--- src/rtl/ccff_bitstream_loader_pkg.sv ---
// Shared FPGA configuration package for the CCFF bitstream loader.
// Contents:
//   CCFF_BYTE_W  - bitstream byte width
//   CCFF_BCNT_W  - width of the serializer remaining-bit counter
//   ccff_state_e - loader FSM state encoding
//   ccff_nbytes  - number of bytes needed to fill a chain of a given length
package ccff_bitstream_loader_pkg;

  localparam int unsigned CCFF_BYTE_W = 8;
  localparam int unsigned CCFF_BCNT_W = 4;

  typedef enum logic [1:0] {
    CCFF_IDLE = 2'd0,
    CCFF_LOAD = 2'd1,
    CCFF_DONE = 2'd2
  } ccff_state_e;

  function automatic int unsigned ccff_nbytes(input int unsigned chain_len);
    return (chain_len + CCFF_BYTE_W - 1) / CCFF_BYTE_W;
  endfunction

endpackage

--- src/rtl/ccff_byte_serializer.sv ---
// Byte-to-bit serializer: one holding register feeding one shift register.
// Ports:
//   clk_i, rst_i   - clock, synchronous active-high reset
//   flush_i        - synchronously drops holding and shift contents
//   in_data_i      - byte input (LSB leaves first)
//   in_valid_i     - byte offered; accepted when in_ready_o is 1
//   in_ready_o     - holding register is empty
//   bit_o          - current bit at the serial output
//   bit_valid_o    - bit_o carries a real bit
//   bit_take_i     - consumer takes bit_o this cycle (only when bit_valid_o)
module ccff_byte_serializer
  import ccff_bitstream_loader_pkg::*;
(
  input  logic                   clk_i,
  input  logic                   rst_i,
  input  logic                   flush_i,
  input  logic [CCFF_BYTE_W-1:0] in_data_i,
  input  logic                   in_valid_i,
  output logic                   in_ready_o,
  output logic                   bit_o,
  output logic                   bit_valid_o,
  input  logic                   bit_take_i
);

  logic [CCFF_BYTE_W-1:0] hold_q;
  logic                   hold_v_q;
  logic [CCFF_BYTE_W-1:0] sh_q;
  logic [CCFF_BCNT_W-1:0] cnt_q;
  logic                   sh_has;

  assign sh_has      = (cnt_q != '0);
  assign in_ready_o  = ~hold_v_q;
  // With the shift register empty, the holding register's LSB is presented
  // directly so the first bit of a load is available one cycle after the
  // byte lands; the byte then moves to the shift register minus that bit.
  assign bit_valid_o = sh_has | hold_v_q;
  assign bit_o       = sh_has ? sh_q[0] : hold_q[0];

  always_ff @(posedge clk_i) begin
    if (rst_i || flush_i) begin
      hold_q   <= '0;
      hold_v_q <= 1'b0;
      sh_q     <= '0;
      cnt_q    <= '0;
    end else begin
      if (!sh_has) begin
        if (hold_v_q) begin
          hold_v_q <= 1'b0;
          if (bit_take_i) begin
            sh_q  <= hold_q >> 1;
            cnt_q <= CCFF_BCNT_W'(CCFF_BYTE_W - 1);
          end else begin
            sh_q  <= hold_q;
            cnt_q <= CCFF_BCNT_W'(CCFF_BYTE_W);
          end
        end
      end else if (bit_take_i) begin
        // Last bit leaving: refill from the holding register in the same
        // cycle so consecutive bytes shift without a bubble.
        if ((cnt_q == CCFF_BCNT_W'(1)) && hold_v_q) begin
          sh_q     <= hold_q;
          cnt_q    <= CCFF_BCNT_W'(CCFF_BYTE_W);
          hold_v_q <= 1'b0;
        end else begin
          sh_q  <= sh_q >> 1;
          cnt_q <= cnt_q - CCFF_BCNT_W'(1);
        end
      end
      // Accept only into an empty holding register; never collides with the
      // hold_v_q clears above, which require hold_v_q=1.
      if (in_valid_i && !hold_v_q) begin
        hold_q   <= in_data_i;
        hold_v_q <= 1'b1;
      end
    end
  end

endmodule

--- src/rtl/ccff_bitstream_loader.sv ---
// Loads a serial configuration-flop chain of CHAIN_LEN flops from a byte
// stream, exactly CHAIN_LEN shift pulses per load.
// Ports:
//   prog_clk, prog_reset - clock, synchronous active-high reset
//   start                - one-cycle load request (ignored unless idle)
//   abort                - cancels a load in progress
//   s_data/s_valid/s_ready - byte stream handshake, LSB shifted first
//   ccff_head            - registered serial bit into the chain head
//   ccff_shift_en        - registered chain shift enable
//   busy                 - load in progress
//   done                 - one-cycle pulse after the final shift
module ccff_bitstream_loader
  import ccff_bitstream_loader_pkg::*;
#(
  parameter int unsigned CHAIN_LEN = 64
) (
  input  logic                   prog_clk,
  input  logic                   prog_reset,
  input  logic                   start,
  input  logic                   abort,
  input  logic [CCFF_BYTE_W-1:0] s_data,
  input  logic                   s_valid,
  output logic                   s_ready,
  output logic                   ccff_head,
  output logic                   ccff_shift_en,
  output logic                   busy,
  output logic                   done
);

  localparam int unsigned NBYTES  = ccff_nbytes(CHAIN_LEN);
  localparam int unsigned BIT_CW  = $clog2(CHAIN_LEN + 1);
  localparam int unsigned BYTE_CW = $clog2(NBYTES + 1);
  localparam logic [BIT_CW-1:0]  CHAIN_LEN_C = BIT_CW'(CHAIN_LEN);
  localparam logic [BYTE_CW-1:0] NBYTES_C    = BYTE_CW'(NBYTES);

  ccff_state_e          state_q;
  logic [BIT_CW-1:0]    bit_cnt_q;
  logic [BYTE_CW-1:0]   byte_cnt_q;
  logic                 head_q;
  logic                 shift_en_q;
  logic                 busy_q;
  logic                 done_q;

  logic in_load;
  logic ser_in_ready;
  logic ser_bit;
  logic ser_bit_valid;
  logic byte_fire;
  logic take;
  logic ser_flush;

  assign in_load   = (state_q == CCFF_LOAD);
  assign s_ready   = in_load && ser_in_ready && (byte_cnt_q < NBYTES_C);
  assign byte_fire = s_valid && s_ready;
  assign take      = in_load && !abort && ser_bit_valid && (bit_cnt_q < CHAIN_LEN_C);
  // Leftover bits of the final byte, and everything on abort, are dropped.
  assign ser_flush = !in_load || abort;

  ccff_byte_serializer u_ser (
    .clk_i       (prog_clk),
    .rst_i       (prog_reset),
    .flush_i     (ser_flush),
    .in_data_i   (s_data),
    .in_valid_i  (byte_fire),
    .in_ready_o  (ser_in_ready),
    .bit_o       (ser_bit),
    .bit_valid_o (ser_bit_valid),
    .bit_take_i  (take)
  );

  always_ff @(posedge prog_clk) begin
    if (prog_reset) begin
      state_q    <= CCFF_IDLE;
      bit_cnt_q  <= '0;
      byte_cnt_q <= '0;
      head_q     <= 1'b0;
      shift_en_q <= 1'b0;
      busy_q     <= 1'b0;
      done_q     <= 1'b0;
    end else begin
      shift_en_q <= 1'b0;
      done_q     <= 1'b0;
      case (state_q)
        CCFF_IDLE: begin
          if (start) begin
            state_q    <= CCFF_LOAD;
            bit_cnt_q  <= '0;
            byte_cnt_q <= '0;
            busy_q     <= 1'b1;
          end
        end
        CCFF_LOAD: begin
          if (abort) begin
            state_q <= CCFF_IDLE;
            busy_q  <= 1'b0;
          end else if (bit_cnt_q == CHAIN_LEN_C) begin
            // Count reached during the cycle the last shift is visible, so
            // done lands on the following cycle.
            state_q <= CCFF_DONE;
            busy_q  <= 1'b0;
            done_q  <= 1'b1;
          end else begin
            if (take) begin
              head_q     <= ser_bit;
              shift_en_q <= 1'b1;
              bit_cnt_q  <= bit_cnt_q + BIT_CW'(1);
            end
            if (byte_fire) begin
              byte_cnt_q <= byte_cnt_q + BYTE_CW'(1);
            end
          end
        end
        CCFF_DONE: begin
          state_q <= CCFF_IDLE;
        end
        default: begin
          state_q <= CCFF_IDLE;
          busy_q  <= 1'b0;
        end
      endcase
    end
  end

  assign ccff_head     = head_q;
  assign ccff_shift_en = shift_en_q;
  assign busy          = busy_q;
  assign done          = done_q;

endmodule

--- config.mk ---
export PLATFORM = sky130hd
export DESIGN_NAME = ccff_bitstream_loader
export DESIGN_NICKNAME = d
export VERILOG_FILES = /design/src/rtl/ccff_bitstream_loader_pkg.sv /design/src/rtl/ccff_byte_serializer.sv /design/src/rtl/ccff_bitstream_loader.sv
export SDC_FILE = /design/constraint.sdc
export NUM_CORES = 1
export LEC_CHECK = 0
export ABC_AREA = 1
export BUFFER_PORTS_ARGS = -buffer_cell sky130_fd_sc_hd__buf_2
export CORE_UTILIZATION = 45
export DETAILED_ROUTE_END_ITERATION = 7
export RECOVER_POWER = 25
export SYNTH_ARGS = -nofsm -noshare
export SYNTH_HDL_FRONTEND = slang
export SYNTH_SLANG_ARGS = --single-unit
--- constraint.sdc ---
create_clock -name prog_clk -period 3.6 [get_ports prog_clk]
set_input_delay 0.36 -clock prog_clk [delete_from_list [all_inputs] [get_ports prog_clk]]
set_output_delay 0.36 -clock prog_clk [all_outputs]
set_load 0.01 [all_outputs]
======== Yosys cells after proc, flatten, opt, wreduce, memory -nomap -nowiden ========
Index checks and enable logic that the tools add are counted.
cells by class
  $add $sub $neg .......................... 3
  magnitude comparators ................... 2
  equal/unequal tests ..................... 13
  muxes and demuxes ....................... 35
  bitwise logic cells ..................... 6
  reduce and logical (&&, ||, !) cells .... 26
operator list
  cell                                                  number
  2-to-1 mux 8 bit                                      5
  2-to-1 mux 4 bit                                      9
  2-to-1 mux 7 bit                                      4
  one-hot mux 7 bit (2 select lines)                    1
  2-to-1 mux 1 bit                                      10
  AND reduction 5 bit                                   2
  logical AND 1 bit                                     8
  != test 2 bit (second input constant)                 4
  one-hot mux 4 bit (2 select lines)                    1
  adder 7 x 1 -> 7 bit (second input constant)          1
  equality test 7 bit (second input constant)           1
  less-than comparator 7 bit (second input constant)    1
  2-to-1 mux 2 bit                                      3
  != test 3 bit (second input constant)                 2
  AND reduction 2 bit                                   3
  NOT 1 bit                                             5
  adder 4 x 1 -> 4 bit (second input constant)          1
  equality test 4 x 1 -> 1 bit (second input constant)  1
  less-than comparator 4 bit (second input constant)    1
  != test 2 x 1 -> 1 bit (second input constant)        2
  one-hot mux 2 bit (2 select lines)                    1
  AND reduction 4 bit                                   1
  nonzero test 2 bit                                    2
  nonzero test 4 bit                                    1
  other kinds (12)                                      15
word-level totals
  register bits after elaboration ......... 38
  bits of input ports ..................... 13
  output and inout bits ................... 5
  word-level logic and storage cells ...... 96

======== Longest topological paths before layout ========
  depth after elaboration ................. 8
  depth in mapped cells ................... 11
  gate-level depth less buffers ........... 11

======== Hierarchy ========
From an unflattened synthesis, not the netlist that was laid out.
second synthesis, totals
  cell total of the unflattened synthesis .. 296
  area, all modules ....................... 2,038.2 sq um
by module, submodules not included
  module                 instances  cells each  area an instance (sq um)  sequential area each (sq um)
  ccff_byte_serializer   1          181         1,186.1                   420.4
  ccff_bitstream_loader  1          115         852.1                     340.3

======== Worst setup path after synthesis ========
OpenSTA, ideal clock, no wires.
  path kind ............................... register -> register
  start point ............................. reg u_ser.cnt_q[0]
  end point ............................... reg u_ser.sh_q[7]
  setup time .............................. 0.070 ns
  arrival time ............................ 1.336 ns
  required time ........................... 3.530 ns
  setup slack ............................. 2.195 ns
  cell stages (with the launch flop) ...... 9
  path buffers ............................ 1
  clock period less this slack ............ 1.405 ns
  cells stage by stage .................... dfxtp_1 inv_1 ha_1 nand3_2 inv_2 a21oi_4 buf_6 nand3_1 a21oi_1
between the ends
  longest elaborated chain between the ends .. 7
  elaborated cells on any way between the ends .. 14
  those cells by class .................... 2 x eq/ne; 5 x mux; 1 x bitwise; 6 x reduce/logical
RTL lines
  what                            line                         text
  from (decl)                     ccff_byte_serializer.sv:28   logic [CCFF_BCNT_W-1:0] cnt_q;
  from (signal assigned)          ccff_byte_serializer.sv:51   cnt_q <= CCFF_BCNT_W'(CCFF_BYTE_W - 1);
  from (signal assigned)          ccff_byte_serializer.sv:54   cnt_q <= CCFF_BCNT_W'(CCFF_BYTE_W);
  from (signal assigned)          ccff_byte_serializer.sv:62   cnt_q <= CCFF_BCNT_W'(CCFF_BYTE_W);
  nonzero test 4 bit              ccff_byte_serializer.sv:31   assign sh_has = (cnt_q != '0);
  bitwise OR 1 bit                ccff_byte_serializer.sv:36   assign bit_valid_o = sh_has | hold_v_q;
  logical AND 1 bit (2 in a row)  ccff_bitstream_loader.sv:55  assign take = in_load && !abort && ser_bit_valid && (bit_cnt_q < CHAIN_LEN_C);
  2-to-1 mux 8 bit                ccff_byte_serializer.sv:49   if (bit_take_i) begin
  2-to-1 mux 8 bit                ccff_byte_serializer.sv:47   if (hold_v_q) begin
  2-to-1 mux 8 bit                ccff_byte_serializer.sv:46   if (!sh_has) begin
  to (signal assigned)            ccff_byte_serializer.sv:50   sh_q <= hold_q >> 1;
  to (signal assigned)            ccff_byte_serializer.sv:53   sh_q <= hold_q;
  to (signal assigned)            ccff_byte_serializer.sv:61   sh_q <= hold_q;
  to (decl)                       ccff_byte_serializer.sv:27   logic [CCFF_BYTE_W-1:0] sh_q;
Several ways; a longest one is shown, not always the timed one. The select of a mux whose other input is x is not followed.
A chain may end at the register's enable or synchronous reset.

======== Worst setup path in the final report ========
  start point ............................. reg state_q[0]
  end point ............................... out s_ready
between the ends
  longest elaborated chain between the ends .. 3
RTL lines
  what                            line                         text
  from (decl)                     ccff_bitstream_loader.sv:36  ccff_state_e state_q;
  from (signal assigned)          ccff_bitstream_loader.sv:73  state_q <= CCFF_IDLE;
  from (signal assigned)          ccff_bitstream_loader.sv:86  state_q <= CCFF_LOAD;
  from (signal assigned)          ccff_bitstream_loader.sv:94  state_q <= CCFF_IDLE;
  equality test 2 x 1 -> 1 bit    ccff_bitstream_loader.sv:52  assign in_load = (state_q == CCFF_LOAD);
  logical AND 1 bit (2 in a row)  ccff_bitstream_loader.sv:53  assign s_ready = in_load && ser_in_ready && (byte_cnt_q < NBYTES_C);
  to (decl)                       ccff_bitstream_loader.sv:23  output logic s_ready,
No other way between the ends.

==> impl_results.md <==
- Max-Slew Margin vs Limit: around 37%
- Vias in the first global route: 1847
- First-pass GRT wire length: about 8400 um
- Worst Clk Skew: 3.243 ps
- First-pass DRT Iterations: 7
- Final hold viol count: 0
- DIE AREA: 5092 um^2
- Worst Setup EP: s_ready
- Startpoint types: register
- Reg2reg setup slack: 1330 ps
- # IOs: 18
- CTS Buf Count: 5
- Final setup viols: 0
- Placer Congestion: 0.8167
- First DRT Iteration DRCs: 119
- Async S/R FF share, synth: 0%
- RR Endpoint: u_ser.sh_q[0]
- Kind of critical path: reg -> out
- DRC: 2
- Die H: around 71 um
- Critical path arrival: 1930 ps
- Min-Delay Path Class: in -> reg
- Row Count: 24
- Fin crit period: 2290 ps
- Post-synthesis adder-cell area fraction: 2.890%
- Max-cap violations: 0
- Final #Nets: roughly 360
- Synth Area in Compound Gates: 11.85%
- Main combinational cell family by area after synthesis: simple AND/OR/NAND/NOR gates
- Max Fclk: 436.7 MHz
- Post-synthesis sequential area ratio: 35.14%
- Area contributors post-synth: dfxtp_1 (35%), nand2_1 (12%), nor2_1 (10%)
- IO Port Bufs: 17
- R2R depth: 7
- Synth area leader: dfxtp_1
- CTS tree: done
- CTS root buf: clkbuf_8
- Post-Synth Simple-Gate Area: around two fifths
- CTS Hold Bufs: 0
- HP Start: s_data[3]
- Worst-path maximum fanout: 13
- Mapped Area: 2165 um^2
- Max Slew Vio Count: 0
- Worst EP required: around 3200 ps
- PwrDens: 357.2 nW/um^2
- GR Util All Layers: about a fifth
- Slew @ Worst Pin: 944.1 ps
- Status: finished with violations
- Most common cell in the netlist: nand2_1
- Via/cell ratio: 5.141
- Post-synthesis mux area share: 0%
- Starting Density: 48.38%
- Top cells by count, synth: nand2_1 (69), nor2_1 (59), dfxtp_1 (38)
- Top_reg_cell synth: dfxtp_1
- CP endpoint kind: output port
- Initial antenna violation count: 0
- Overflow left after global routing: 0
- Yosys reg bits: 38
- Syn Nets: 344
- Cells after DPL: approximately 380
- Largest net degree at the start of global routing: 19
- DRT antenna net count: 0
- Yosys Warn Count: 0
- Clk sink count: 38
- Final Hold Slack: 353.0 ps
- Die X: 71.36 um
- Share of the synthesized area in the top cell type: 35.14%
- Leakage power: 0.9795 nW
- Place WS: 1503 ps
- Post-CTS Setup Repair Bufs: 0
- Placed standard-cell area: 2246 um^2
- Syn avg cell area: approximately 6.6 um^2
- WL/cell: 12.17 um
- Xor and xnor area share after synthesis: 0.8092%
- Clk buf depth: 2
- Layout cells sized above 1: 11.80%
- Peak VDD IR: 0.2001 mV
- Crit path launch: state_q[0]
- Clock slew at reported path FFs: 70 ps
- Setup TNS: 0 ps
- WL final: 4758 um
- Failing checks: design-rule violations
- Core Region: approximately 4500 um^2
- Area grow syn2layout: 6.358%
- Clk_lat worst skew: 290 ps
- Post-Layout Cell Count: 391
- Post-synth EDFFs: 0
- RSZ-0062 raised after global routing: no
- Final Cell Area: 2302 um^2
- Number of H-tree levels: 2
- N_diodes: 0
- Resized Gates After CTS: 0
- Post-route worst setup slack: approximately 1300 ps
- Via Count: 2010
- Reg2reg start: state_q[0]
- Cells after Synth: 326
- Count of different cell masters after synthesis: 26
- Post-detail-place hpwl: roughly 3500 um
- Period Utilization, post-route: a little under two thirds
## worst max-delay path: stages (launching register included)
cell,delay [ps]
dfxtp_1,370
inv_1,70
nor2_1,710
inv_2,190
nor2_4,150
buf_2,140
## registers in the layout (all words and copies together), names as in the netlist
signal	flops
u_ser.hold_v_q	1
ccff_shift_en	1
state_q	2
byte_cnt_q	4
ccff_head	1
bit_cnt_q	7
done	1
u_ser.hold_q	8
u_ser.cnt_q	4
busy	1
u_ser.sh_q	8
## where the power goes
part           total [mW]  switching (mW)  internal, mW  leakage (nW)
logic              0.0964          0.0642        0.0322         0.633
registers           0.445          0.0130         0.432         0.308
clock network       0.281           0.147         0.134        0.0383
## per-stage QoR
step | power, mW | util, %
finish | 0.8224 | 51.45
global route | 0.8597 | 51.45
CTS | 0.8331 | 51.90
detailed placement | 0.5533 | 50.20
global placement | 0.5531 | 50.20
floorplan | 0.5294 | -
## cell type report
class                      instances  area [um^2]
multi-input combinational        234         1159
fill                             466         2172
clock buffer                       7        76.32
tap                               52        65.06
inverter                          43        161.4
timing repair buffer              17        80.08
sequential                        38        760.7
## kinds of logic (layout without fill, tap and decap cells)
family | after synthesis | after routing
AND/OR/NAND/NOR | 186 | 186
buffers and inverters | 54 | 67
AO/OA/AOI/OAI | 41 | 41
flip-flops | 38 | 38
adder cells (fa/ha/maj) | 5 | 5
XOR/XNOR | 2 | 2
## layer usage
metal / up-vias / track usage (%) / wire (um)
met1: 893 / 29.86 / 2542
met2: 48 / 31.75 / 2000
met5: - / 0 / 0
li1: 1064 / - / -
met4: 0 / 6.000 / 36
met3: 5 / 3.516 / 179
## how the worst min path moves through the flow
stage	end	cells past startpoint
after floorplan	u_ser.sh_q[7]	2
after global placement	u_ser.sh_q[7]	2
after detailed placement	busy	2
after CTS	u_ser.hold_q[3]	3
after global routing	u_ser.hold_q[0]	3
final	u_ser.hold_q[3]	3
## cell usage in the layout (no fill, tap or decap), types with 2 or more instances in the layout
cell / count
nor2_1: 60
clkbuf_8: 5
nand3_1: 34
o21ai_1: 13
clkbuf_1: 6
a21oi_1: 14
ha_1: 5
a211oi_1: 2
nand2_1: 70
buf_2: 13
inv_1: 37
a211oi_2: 4
nand2_2: 4
nand4_1: 11
nand3_2: 3
dfxtp_1: 38
nor2_4: 3
o21ai_0: 5
inv_2: 6
Power figures use the tool's default switching activity.
